$ cat config.mk
export PLATFORM = sky130hd
export DESIGN_NAME = psc_slot_scheduler_flat
export DESIGN_NICKNAME = d
export VERILOG_FILES = /design/src/rtl/psc_slot_scheduler_if.sv /design/src/rtl/psc_slot_scheduler.sv /design/src/flat_wrapper.sv
export SDC_FILE = /design/constraint.sdc
export NUM_CORES = 1
export LEC_CHECK = 0
export BUFFER_PORTS_ARGS = -buffer_cell sky130_fd_sc_hd__buf_2
export CORE_ASPECT_RATIO = 1.4
export CORE_MARGIN = 2
export CORE_UTILIZATION = 60
export CTS_BUF_LIST = sky130_fd_sc_hd__clkbuf_4
export DETAILED_ROUTE_END_ITERATION = 8
export PLACE_DENSITY = 0.9
export RECOVER_POWER = 25
export SLEW_MARGIN = 0
export SYNTH_ARGS = -nofsm -noshare
export SYNTH_HDL_FRONTEND = slang
export SYNTH_SLANG_ARGS = --single-unit
$ cat constraint.sdc
create_clock -name clk_i -period 7.6 [get_ports clk_i]
set_clock_uncertainty 0.05 [all_clocks]
set_input_delay 1.52 -clock clk_i [delete_from_list [all_inputs] [get_ports clk_i]]
set_output_delay 1.52 -clock clk_i [all_outputs]
set_load 0.02 [all_outputs]
$ cat src/rtl/psc_slot_scheduler_if.sv
// Bundle of the scheduler's handshake/bus signals.
//   master : trigger source side (drives byte_tick, enable, req; observes the slot stream)
//   slave  : scheduler side (observes the inputs, drives the slot stream and status)
// Signals:
//   byte_tick     byte-rate advance strobe
//   enable        allow trigger slots to be granted
//   req           trigger request levels, rising edge = one request
//   tx_addr       current byte index within the slot
//   tx_is_trigger current slot carries a trigger packet
//   tx_chan       channel id of the current trigger slot
//   slot_start    first cycle of a new slot
//   grant         one-hot grant pulse, aligned with slot_start
//   pending       latched outstanding requests
//   drop_cnt      saturating dropped-request count
interface psc_slot_scheduler_if #(
  parameter int unsigned N_REQ  = 4,
  parameter int unsigned CHAN_W = 2,
  parameter int unsigned DROP_W = 16
);
  logic              byte_tick;
  logic              enable;
  logic [N_REQ-1:0]  req;
  logic [3:0]        tx_addr;
  logic              tx_is_trigger;
  logic [CHAN_W-1:0] tx_chan;
  logic              slot_start;
  logic [N_REQ-1:0]  grant;
  logic [N_REQ-1:0]  pending;
  logic [DROP_W-1:0] drop_cnt;

  modport master (
    output byte_tick, enable, req,
    input  tx_addr, tx_is_trigger, tx_chan, slot_start, grant, pending, drop_cnt
  );

  modport slave (
    input  byte_tick, enable, req,
    output tx_addr, tx_is_trigger, tx_chan, slot_start, grant, pending, drop_cnt
  );
endinterface

$ cat src/rtl/psc_slot_scheduler.sv
// Packet-slot scheduler for the shared PSC serial link. Walks the byte index of each
// PKT_LEN-byte slot and, at every slot boundary, decides whether the next slot carries
// a trigger packet (round-robin over latched requests) or an idle packet.
// Ports:
//   clk_i    system clock
//   reset_i  asynchronous active-high reset
//   sched    psc_slot_scheduler_if.slave: byte_tick/enable/req in; slot stream and
//            status (tx_addr, tx_is_trigger, tx_chan, slot_start, grant, pending,
//            drop_cnt) out
module psc_slot_scheduler #(
  parameter int unsigned N_REQ   = 4,
  parameter int unsigned PKT_LEN = 10,
  parameter int unsigned CHAN_W  = 2,
  parameter int unsigned DROP_W  = 16
) (
  input  logic                  clk_i,
  input  logic                  reset_i,
  psc_slot_scheduler_if.slave   sched
);

  typedef enum logic [0:0] {StIdleSlot, StTrigSlot} state_e;

  state_e              state_q, state_d;
  logic [3:0]          addr_q, addr_d;
  logic [CHAN_W-1:0]   chan_q, chan_d;
  logic [CHAN_W-1:0]   rr_q, rr_d;
  logic [N_REQ-1:0]    req_q;
  logic [N_REQ-1:0]    pending_q, pending_d;
  logic [N_REQ-1:0]    grant_q, grant_d;
  logic                start_q, start_d;
  logic [DROP_W-1:0]   drop_q, drop_d;

  logic [N_REQ-1:0]    req_edge;
  logic [N_REQ-1:0]    grant_vec;
  logic [CHAN_W-1:0]   winner;
  logic                found;
  logic                boundary;
  logic                take_trig;
  logic                drop_any;
  int unsigned         idx;

  assign req_edge = sched.req & ~req_q;
  assign boundary = sched.byte_tick && (addr_q == 4'(PKT_LEN - 1));

  // First set pending bit at or above rr_q, wrapping modulo N_REQ.
  always_comb begin
    found  = 1'b0;
    winner = '0;
    idx    = 0;
    for (int unsigned k = 0; k < N_REQ; k++) begin
      idx = (32'(rr_q) + k) % N_REQ;
      if (!found && pending_q[idx]) begin
        found  = 1'b1;
        winner = CHAN_W'(idx);
      end
    end
  end

  assign take_trig = boundary && sched.enable && (|pending_q);
  assign grant_vec = take_trig ? (N_REQ'(1) << winner) : '0;
  // A request edge on an already-pending channel is lost unless that channel is
  // granted this very cycle (then the re-set simply re-arms it).
  assign drop_any  = |(req_edge & pending_q & ~grant_vec);

  always_comb begin
    addr_d    = addr_q;
    state_d   = state_q;
    chan_d    = chan_q;
    rr_d      = rr_q;
    // Set after clear: an edge coinciding with its own grant keeps the bit.
    pending_d = (pending_q & ~grant_vec) | req_edge;
    grant_d   = grant_vec;
    start_d   = boundary;
    drop_d    = drop_q;

    if (sched.byte_tick) begin
      addr_d = (addr_q == 4'(PKT_LEN - 1)) ? 4'd0 : addr_q + 4'd1;
    end

    if (boundary) begin
      if (take_trig) begin
        state_d = StTrigSlot;
        chan_d  = winner;
        rr_d    = CHAN_W'((32'(winner) + 32'd1) % N_REQ);
      end else begin
        state_d = StIdleSlot;
        chan_d  = '0;
      end
    end

    if (drop_any && (drop_q != '1)) begin
      drop_d = drop_q + DROP_W'(1);
    end
  end

  always_ff @(posedge clk_i or posedge reset_i) begin
    if (reset_i) begin
      state_q   <= StIdleSlot;
      addr_q    <= '0;
      chan_q    <= '0;
      rr_q      <= '0;
      req_q     <= '0;
      pending_q <= '0;
      grant_q   <= '0;
      start_q   <= 1'b0;
      drop_q    <= '0;
    end else begin
      state_q   <= state_d;
      addr_q    <= addr_d;
      chan_q    <= chan_d;
      rr_q      <= rr_d;
      req_q     <= sched.req;
      pending_q <= pending_d;
      grant_q   <= grant_d;
      start_q   <= start_d;
      drop_q    <= drop_d;
    end
  end

  assign sched.tx_addr       = addr_q;
  assign sched.tx_is_trigger = (state_q == StTrigSlot);
  assign sched.tx_chan       = chan_q;
  assign sched.slot_start    = start_q;
  assign sched.grant         = grant_q;
  assign sched.pending       = pending_q;
  assign sched.drop_cnt      = drop_q;

endmodule

$ cat src/flat_wrapper.sv
// flat-port wrapper written by rule: the top's interface ports become plain ports
module psc_slot_scheduler_flat 
#(
  parameter int unsigned N_REQ   = 4,
  parameter int unsigned PKT_LEN = 10,
  parameter int unsigned CHAN_W  = 2,
  parameter int unsigned DROP_W  = 16
)
  (clk_i, reset_i, sched_byte_tick, sched_enable, sched_req, sched_tx_addr, sched_tx_is_trigger, sched_tx_chan, sched_slot_start, sched_grant, sched_pending, sched_drop_cnt);
  psc_slot_scheduler_if #(.N_REQ(N_REQ), .CHAN_W(CHAN_W), .DROP_W(DROP_W)) sched_i ();
  input  logic clk_i;
  input  logic reset_i;
  input wire logic [$bits(sched_i.byte_tick)-1:0] sched_byte_tick;
  input wire logic [$bits(sched_i.enable)-1:0] sched_enable;
  input wire logic [$bits(sched_i.req)-1:0] sched_req;
  output wire logic [$bits(sched_i.tx_addr)-1:0] sched_tx_addr;
  output wire logic [$bits(sched_i.tx_is_trigger)-1:0] sched_tx_is_trigger;
  output wire logic [$bits(sched_i.tx_chan)-1:0] sched_tx_chan;
  output wire logic [$bits(sched_i.slot_start)-1:0] sched_slot_start;
  output wire logic [$bits(sched_i.grant)-1:0] sched_grant;
  output wire logic [$bits(sched_i.pending)-1:0] sched_pending;
  output wire logic [$bits(sched_i.drop_cnt)-1:0] sched_drop_cnt;
  assign sched_i.byte_tick = sched_byte_tick;
  assign sched_i.enable = sched_enable;
  assign sched_i.req = sched_req;
  assign sched_tx_addr = sched_i.tx_addr;
  assign sched_tx_is_trigger = sched_i.tx_is_trigger;
  assign sched_tx_chan = sched_i.tx_chan;
  assign sched_slot_start = sched_i.slot_start;
  assign sched_grant = sched_i.grant;
  assign sched_pending = sched_i.pending;
  assign sched_drop_cnt = sched_i.drop_cnt;
  psc_slot_scheduler #(.N_REQ(N_REQ), .PKT_LEN(PKT_LEN), .CHAN_W(CHAN_W), .DROP_W(DROP_W)) u_core (.clk_i(clk_i), .reset_i(reset_i), .sched(sched_i));
endmodule
== Word level (Yosys, flattened, before mapping) ==
Index checks and enable logic that the tools add are counted.

* Order comparisons: 4
* Shift operators: 1
* Bitwise logic cells: 7
* Muxes and demuxes: 19
* Equal/unequal tests: 2
* Add/subtract/negate cells: 6
* Reduce and logical (&&, ||, !) cells: 13

{| class="wikitable"
|+ Operators with widths
! cell !! number
|-
| $add A16 B1 Y16 const B || 1
|-
| $and A4 B4 Y4 || 4
|-
| $ne A16 B16 Y1 const B || 1
|-
| $lt A2 B3 Y1 const B || 4
|-
| $mux W2 || 5
|-
| $bmux W1 S2 || 4
|-
| $mux W1 || 8
|-
| $mux W4 || 2
|-
| $not A4 Y4 || 2
|-
| $reduce_or A4 Y1 || 2
|-
| $logic_and A1 B1 Y1 || 7
|-
| $add A2 B1 Y2 const B || 2
|-
| $add A2 B2 Y2 const B || 2
|-
| $add A4 B1 Y4 const B || 1
|-
| $eq A4 B4 Y1 const B || 1
|-
| $or A4 B4 Y4 || 1
|-
| $shl A1 B2 Y4 const A || 1
|-
| $logic_not A1 Y1 || 3
|-
| $reduce_and A2 Y1 || 1
|}

* Word-level logic and storage cells: 61
* Register bits: 38
* Output and inout bits: 32

== Depth between registers and ports, before layout ==
Gate-level depths: netlist (run 1).

* Depth after elaboration: 18
* Depth in mapped cells: 11
* Mapped depth without buffers: 10

== Worst setup path before layout (run 1) ==
No wires, ideal clock.

* Path kind: input to register
* Start: input port sched_byte_tick
* End: register u_core.drop_q[12], in the netlist u_core.sched.drop_cnt[12]
* Cell stages on the path: 7
* Path slack: 4.451 ns
* Setup time: 0.135 ns
* Data required time: 7.415 ns
* Arrival: 2.964 ns
* Cell sequence: nand2_1 -> or3b_1 -> buf_6 -> o41ai_4 -> buf_6 -> nor4b_2 -> xor2_1

* Word-level cells in the longest chain between the ends: 8

{| class="wikitable"
|+ Ends and longest elaborated chain
! what !! line !! RTL
|-
| start: declaration || flat_wrapper.sv:13 || <nowiki>input wire logic [$bits(sched_i.byte_tick)-1:0] sched_byte_tick;</nowiki>
|-
| $logic_and A1 B1 Y1 || psc_slot_scheduler.sv:43 || <nowiki>assign boundary = sched.byte_tick && (addr_q == 4'(PKT_LEN - 1));</nowiki>
|-
| $logic_and A1 B1 Y1 (2 in series) || psc_slot_scheduler.sv:59 || <nowiki>assign take_trig = boundary && sched.enable && (|pending_q);</nowiki>
|-
| $mux W4 || psc_slot_scheduler.sv:60 || <nowiki>assign grant_vec = take_trig ? (N_REQ'(1) << winner) : '0;</nowiki>
|-
| $not A4 Y4 || psc_slot_scheduler.sv:63 || <nowiki>assign drop_any = |(req_edge & pending_q & ~grant_vec);</nowiki>
|-
| $and A4 B4 Y4 || psc_slot_scheduler.sv:63 ||
|-
| $reduce_or A4 Y1 || psc_slot_scheduler.sv:63 ||
|-
| $logic_and A1 B1 Y1 || psc_slot_scheduler.sv:91 || <nowiki>if (drop_any && (drop_q != '1)) begin</nowiki>
|-
| end signal: assignment || psc_slot_scheduler.sv:116 || <nowiki>drop_q <= drop_d;</nowiki>
|-
| end: declaration || psc_slot_scheduler.sv:31 || <nowiki>logic [DROP_W-1:0] drop_q, drop_d;</nowiki>
|}

Every way passes these cells.
A chain may end at the register's enable or synchronous reset.

== Worst setup path in the final report (run 1) ==
* Start: input port sched_byte_tick
* End: register u_core.drop_q[1], in the netlist u_core.sched.drop_cnt[1]

Same word-level chain as after synthesis.

==> results of run 1 <==
## Yosys cell counts, types with 2 or more instances
cell type / n / area [um2]
a21o_1: 2 / 15.0
a21oi_1: 3 / 15.0
and2_1: 5 / 31.3
buf_6: 2 / 22.5
dfrtp_1: 38 / 951
ha_1: 5 / 62.6
inv_1: 14 / 52.6
nand2_1: 11 / 41.3
nand3_1: 7 / 35.0
nand3b_1: 4 / 30.0
nand4_1: 3 / 18.8
nor2_1: 3 / 11.3
nor3_2: 4 / 40.0
nor4_1: 3 / 18.8
nor4_2: 5 / 62.6
nor4b_1: 2 / 17.5
o21ai_0: 5 / 25.0
o22ai_1: 6 / 37.5
xor2_1: 16 / 140
## path summary, 6_finish.rpt
kind,start,endpoint,slack (ns),cells after the start
setup reg to reg,u_core.sched.pending[0],u_core.sched.drop_cnt[1],4.46,8
hold reg to reg,u_core.req_q[3],u_core.sched.pending[3],0.42,1
max in group asynchronous,reset_i,u_core.sched.drop_cnt[12],4.58,3
min in group asynchronous,reset_i,u_core.sched.tx_addr[2],1.80,3
hold / removal,u_core.req_q[3],u_core.sched.pending[3],0.42,1
setup / recovery,sched_byte_tick,u_core.sched.drop_cnt[1],4.08,6
## worst max-delay path, cell delays in order
cell,delay (ns)
clkbuf_1,0.14
nand2_1,0.13
or3b_1,0.50
o41ai_4,0.98
nor2_2,0.09
mux2_1,0.34
## metrics by stage
step | total power (uW) | area [um2] | util, % | hold slack [ns] | cells
2_1_floorplan | 449 | 1830 | - | 0.374 | 159
3_3_place_gp | 506 | 2050 | 71.2 | 0.384 | 233
3_5_place_dp | 521 | 2050 | 71.2 | 0.401 | 233
4_1_cts | 630 | 2100 | 73.0 | 0.418 | 240
5_1_grt | 666 | 2090 | 72.7 | 0.428 | 240
6_report | 624 | 2090 | 72.7 | 0.418 | 240
## registers in the layout, indices dropped and copies added, names as in the netlist
register,cells
u_core.sched.drop_cnt,16
u_core.sched.grant,4
u_core.rr_q,2
u_core.sched.tx_chan,2
u_core.req_q,4
u_core.sched.tx_is_trigger,1
u_core.sched.slot_start,1
u_core.sched.pending,4
u_core.sched.tx_addr,4
## kinds of logic (layout without fill, tap and decap cells)
group / Yosys count / after routing / share of synthesized area [%]
buf+inv: 17 / 61 / 4.51
mux: 2 / 2 / 1.23
fa+ha+maj: 5 / 5 / 3.42
simple gates: 60 / 60 / 22.8
flops: 38 / 38 / 52.0
xor+xnor: 17 / 17 / 8.14
compound gates: 20 / 20 / 7.93
## power by group through the flow
stage	Combinational (uW)	Clock (uW)	Sequential (uW)
final	223	106	295
after global routing	247	116	303
after CTS	225	110	295
after detailed placement	224	0	297
after global placement	214	0	293
after floorplan	114	0	334
## layout make-up
| class | count | share of cell area [%] |
|---|---|---|
| multi-input combinational | 104 | 38.1 |
| tap | 37 | 2.21 |
| inverter | 14 | 2.51 |
| timing repair buffer | 40 | 9.22 |
| clock buffer | 7 | 2.51 |
| sequential | 38 | 45.5 |
## routing by layer
metal	up-vias	GRT usage, %	share of wire [%]
met2	38	40.1	53
li1	640	-	-
met3	6	5.60	4.6
met4	0	12.3	2.0
met5	-	0	0
met1	653	25.8	40
==> impl_metrics.yaml, run 1 <==
timing:
  maxSlewViolCount: 39
  final_min_period_ns: 3.52
  tightestPinTransition_ns: 1.95
  report.final.setup_viol: 0
  tns_ns: 0
  rsz_0062_raised_after_global_routing: "false"
  max_freq_ghz: 0.284
  worst_slew_margin_rel_pct: -29.8
  final_min_period_over_clock_period_pct: 46.4
  finalHoldViolCount: 0
  final.setup.worst_slack_ns: 4.08
cells_and_area:
  nNetsFinal: 216
  combined_area_of_the_multi_input_logic_cells_um2: 796
  commonest_cells_after_routing_fill_and_taps_aside: "dfrtp_1 (38), buf_2 (34), xor2_1 (16)"
  most_common_library_cell_in_the_layout_ignoring_fill_and_taps: "dfrtp_1"
  num_antenna_cells: 0
  layout.filler_cells: 217
  drive_gt1_share_pct: 28.6
  ff_latch_area_um2: 951
  relative_area_change_from_synthesis_to_final_layout_pct: 14.3
pwr:
  power_density_mw_per_mm2: 298
  seq_power_share_pct: 47.3
  total_switching_power_uw: 253
  power_report.internal_total_uw: 371
  combinationalPowerShare_pct: 35.7
  power.clock.fraction_pct: 16.9
  cellLeakagePower_uw: 0.00111
  worst_ir_drop_on_vdd_uv: 185
  power_switching_share_pct: 40.6
die:
  floorplan.die_area_mm2: 0.00351
  boundaryPins: 40
  initial_core_util_pct: 63.6
  row_count: 23
  design.core.area_mm2: 0.00288
  die_h_um: 69.3
  die_w_um: 50.7
place:
  port_buffers: 39
  placement.setup.worst_slack_ns: 3.77
  dp.final_hpwl_um: 2570
  gp_weighted_congestion: 0.840
logic_synthesis:
  synth_edf_count: 0
  postSynth.topFlopCell: "dfrtp_1"
  postSynth.asyncResetShare_pct: 100
  synth.yosys.seq_area_share_pct: 52.0
  syn-mean-instance-area_um2: 11.5
  synthesis.area_mm2: 0.00183
  ys_types: 40
  mappedNetlistNets: 172
  netlist_instances: 159
  yosysWarningCount: 0
  synth-seq-cells: 38
route:
  via_count: 1337
  drc: 0
  drt-vias-per-instance: 5.57
  pre_antenna_drt_iters: 4
  detail_route.iter0.violations: 17
  route.antenna.remaining_nets: 0
  drt-wirelength-per-cell_um: 14.8
  finalWirelength_um: 3550
cts:
  clock-sinks: 38
  clock-root-buffer: "clkbuf_4"
  post_cts.resized_instances: 0
  cts_buffers: 5
  h-tree-depth: 2
  clk-insertion-delay-late_ns: 0.34
  cts_tree: "yes"
  cts_max_path_buffers: 2
  post_cts_setup_inserts: 0
  ctsHoldBuffers: 0
  path_clk_slew_ns: 0.10
worst_setup_path:
  worst_setup_path_start_kind: "input port"
  critPathRequiredTime_ns: 7.78
  timing.setup.critical_path_class: "in -> reg"
  timing.critical_path.to_type: "register"
  crit_path_max_fanout: 15
  critical_path_arrival_ns: 3.71
status:
  run_status: "finished, violations left"
  failing_checks: "max-capacitance violations, max-slew violations"
global_route:
  grt_pass1_vias: 1382
  grtUsageTotal_pct: 23.3
  grt_start_max_net_pins: 39
  grt_antenna_before_repair: 0
  grt_first_pass_wirelength_um: 6110
  globalRouteOverflowTotal: 0
worst_hold_path:
  hp-class: "reg -> reg"
flow_run:
  drv_cap: 1
No activity file was read; power rests on OpenSTA's default activity.
==> run 2, diff against run 1 <==
--- a/config.mk
+++ b/config.mk
@@ -5,13 +5,14 @@
 export SDC_FILE = /design/constraint.sdc
 export NUM_CORES = 1
 export LEC_CHECK = 0
+export ABC_AREA = 1
 export BUFFER_PORTS_ARGS = -buffer_cell sky130_fd_sc_hd__buf_2
 export CORE_ASPECT_RATIO = 1.4
 export CORE_MARGIN = 2
-export CORE_UTILIZATION = 60
+export CORE_UTILIZATION = 57
 export CTS_BUF_LIST = sky130_fd_sc_hd__clkbuf_4
 export DETAILED_ROUTE_END_ITERATION = 8
-export PLACE_DENSITY = 0.9
+export PLACE_DENSITY = 0.85
 export RECOVER_POWER = 25
 export SLEW_MARGIN = 0
 export SYNTH_ARGS = -nofsm -noshare
==> constraint.sdc (replaced) <==
create_clock -name clk_i -period 3.55 [get_ports clk_i]
set_clock_uncertainty 0.05 [all_clocks]
set_input_delay 0.71 -clock clk_i [delete_from_list [all_inputs] [get_ports clk_i]]
set_output_delay 0.71 -clock clk_i [all_outputs]
set_load 0.02 [all_outputs]
==> impl_metrics.yaml, run 2 <==
pwr:
  power_switching_share_pct: 43.6
  worst_ir_drop_on_vdd_uv: 583
  power_density_mw_per_mm2: 651
  power_report.internal_total_uw: 880
  cellLeakagePower_uw: 0.00132
  power.clock.fraction_pct: 19.2
  seq_power_share_pct: 40.1
  total_switching_power_uw: 680
  combinationalPowerShare_pct: 40.6
cts:
  post_cts_setup_inserts: 0
  clk-insertion-delay-late_ns: 0.35
  cts_tree: "yes"
  clock-sinks: 38
  h-tree-depth: 2
  clock-root-buffer: "clkbuf_4"
  cts_max_path_buffers: 2
  cts_buffers: 5
  post_cts.resized_instances: 0
  path_clk_slew_ns: 0.12
  ctsHoldBuffers: 0
global_route:
  grt_antenna_before_repair: 0
  grt_start_max_net_pins: 39
  grt_pass1_vias: 1798
  grt_util_met3_pct: 5.43
  grtUsageTotal_pct: 23.4
  busiest_layer: "met2"
  grt_use_met1_pct: 21.9
  globalRouteOverflowTotal: 0
  met2_capacity_usage_during_global_routing_pct: 47.9
  grt_first_pass_wirelength_um: 7540
logic_synthesis:
  netlist.area_leader.share_pct: 45.3
  synth-seq-cells: 38
  synth.yosys.seq_area_share_pct: 45.3
  synth.area.top_cells: "dfrtp_1 (45%), nand2_1 (16%), nand3_1 (8.1%)"
  most_numerous_cell_types_in_the_synthesized_netlist: "nand2_1 (90), dfrtp_1 (38), inv_1 (36)"
  synth_most_common_cell: "nand2_1"
  postSynth.asyncResetShare_pct: 100
  mappedNetlistNets: 288
  yosysWarningCount: 0
  synth_edf_count: 0
  ys_types: 22
  synthesis.area_mm2: 0.00210
  netlist_instances: 275
  yosys.area.top_type: "dfrtp_1"
  postSynth.topFlopCell: "dfrtp_1"
  syn-mean-instance-area_um2: 7.64
status:
  run_status: "finished, violations left"
  failing_checks: "max-capacitance violations, max-slew violations"
die:
  die_h_um: 75.8
  row_count: 26
  die_w_um: 55.3
  initial_core_util_pct: 58.7
  boundaryPins: 40
  floorplan.die_area_mm2: 0.00419
  design.core.area_mm2: 0.00358
timing:
  tightestPinTransition_ns: 1.96
  final_min_period_ns: 2.93
  max_freq_ghz: 0.341
  final_min_period_over_clock_period_pct: 82.5
  finalHoldViolCount: 0
  tns_ns: 0
  worst_slew_margin_rel_pct: -30.9
  rsz_0062_raised_after_global_routing: "false"
  maxSlewViolCount: 39
  finalHoldWorstSlack_ns: 0.421
  report.final.setup_viol: 0
worst_setup_path:
  reg2regPathDepth: 16
  slowest_library_cell_on_the_worst_path: "dfrtp_1"
  cp_common_cell: "nand2_1"
  timing.critical_path.to_type: "register"
  worst-path-buf-inv: 2
  worst_setup_path_start_kind: "register"
  cell_chain_critical_path: "o21ai_0 -> nand2_1 -> nand2_1 -> nor2_1 -> nand2_1 -> nand2_1 -> nor2_1 -> inv_1 -> ha_1 -> nand3_1 -> nand2_1 -> nand2_1 -> inv_1 -> nand2_1 -> nand3_1 -> nand2_1"
  critPathRequiredTime_ns: 3.79
  critical_path_arrival_ns: 3.17
  critical_path.max_stage_delay_ns: 0.52
  critical-path-top-delay-family: "simple AND/OR/NAND/NOR gates"
  crit_path_max_fanout: 16
  worstSetupPathDepth: 16
  timing.setup.critical_path_class: "reg -> reg"
cells_and_area:
  relative_area_change_from_synthesis_to_final_layout_pct: 14.0
  final_util_pct: 66.9
  nNetsFinal: 330
  drive_gt1_share_pct: 16.0
  largest_register_ff_count: 16
  commonest_cells_after_routing_fill_and_taps_aside: "nand2_1 (90), dfrtp_1 (38), inv_1 (36), buf_2 (36), nand3_1 (34)"
  num_antenna_cells: 0
  most_common_library_cell_in_the_layout_ignoring_fill_and_taps: "nand2_1"
place:
  port_buffers: 39
  gp_weighted_congestion: 0.910
  dp.final_hpwl_um: 3440
route:
  drt-wirelength-per-cell_um: 13.0
  via_count: 1899
  pre_antenna_drt_iters: 4
  drt-vias-per-instance: 5.28
  drc: 0
  finalWirelength_um: 4660
  route.antenna.remaining_nets: 0
  detail_route.iter0.violations: 98
flow_run:
  drv_cap: 1
worst_hold_path:
  worstHoldPathCells: 1
  hp-class: "in -> reg"
==> run 2: cell types whose count changed after synthesis, moves of 7 or more <==
cell and change:
nand2_1 +79, nand3_1 +27, inv_1 +22, nor2_1 +16
nor3_1 +8, xor2_1 -8, xnor2_1 +7
==> run 2: worst paths after layout <==
kind                                                  end       startpoint  slack [ns]
worst max-delay path            u_core.sched.drop_cnt[14]   u_core.rr_q[0]        0.62
worst min register to register    u_core.sched.pending[3]  u_core.req_q[3]        0.43
worst min-delay path                      u_core.req_q[2]     sched_req[2]        0.42
max in group asynchronous       u_core.sched.drop_cnt[15]          reset_i        1.34
min in group asynchronous        u_core.sched.drop_cnt[2]          reset_i        0.99
worst max register to register  u_core.sched.drop_cnt[14]   u_core.rr_q[0]        0.62
==> run 2: final cells by class <==
cell class                 count  area [um2]
clock buffer                   5        37.5
clock inverter                 3        45.0
fill                         329        1180
inverter                      37         139
multi-input combinational    195         975
sequential                    38         951
tap                           42        52.6
timing repair buffer          40         195
==> run 2: power groups by stage <==
stage | combinational [uW] | sequential (uW) | clock [uW]
final | 634 | 626 | 300
after global placement | 608 | 625 | 0
after detailed placement | 630 | 630 | 0
after floorplan | 412 | 684 | 0
after CTS | 635 | 624 | 305
after global routing | 709 | 640 | 321
==> run 2: per-layer routing <==
metal / vias to the layer above / part of all wire [%]
met5: - / 0
met4: 0 / 2.0
met3: 9 / 4.1
met2: 51 / 57
met1: 892 / 37
li1: 947 / -
==> run 2: kinds of logic after synthesis <==
family                     share of synthesized area [%]
adders and majority gates                           2.98
xor gates and xnor gates                            6.67
DFF                                                 45.3
AOI/OAI and AO/OA                                   4.41
and+or+nand+nor                                     32.3
buffers and inverters                               8.34
==> run 2: worst reg2reg max path, stage by stage (launching register included) <==
cell	delay [ns]
dfrtp_1	0.52
o21ai_0	0.38
nand2_1	0.10
nand2_1	0.11
nor2_1	0.08
nand2_1	0.06
nand2_1	0.05
nor2_1	0.24
inv_1	0.11
ha_1	0.19
nand3_1	0.11
nand2_1	0.07
nand2_1	0.12
inv_1	0.05
nand2_1	0.39
nand3_1	0.15
nand2_1	0.10
==> run 2: per-stage QoR <==
step	setup WS (ns)	power, uW	std cells	instance area, um2
6_report	0.621	1560	360	2390
5_1_grt	0.256	1670	360	2390
4_1_cts	0.642	1560	360	2400
3_5_place_dp	0.682	1260	352	2320
3_3_place_gp	0.708	1230	352	2320
2_1_floorplan	1.17	1100	275	2100
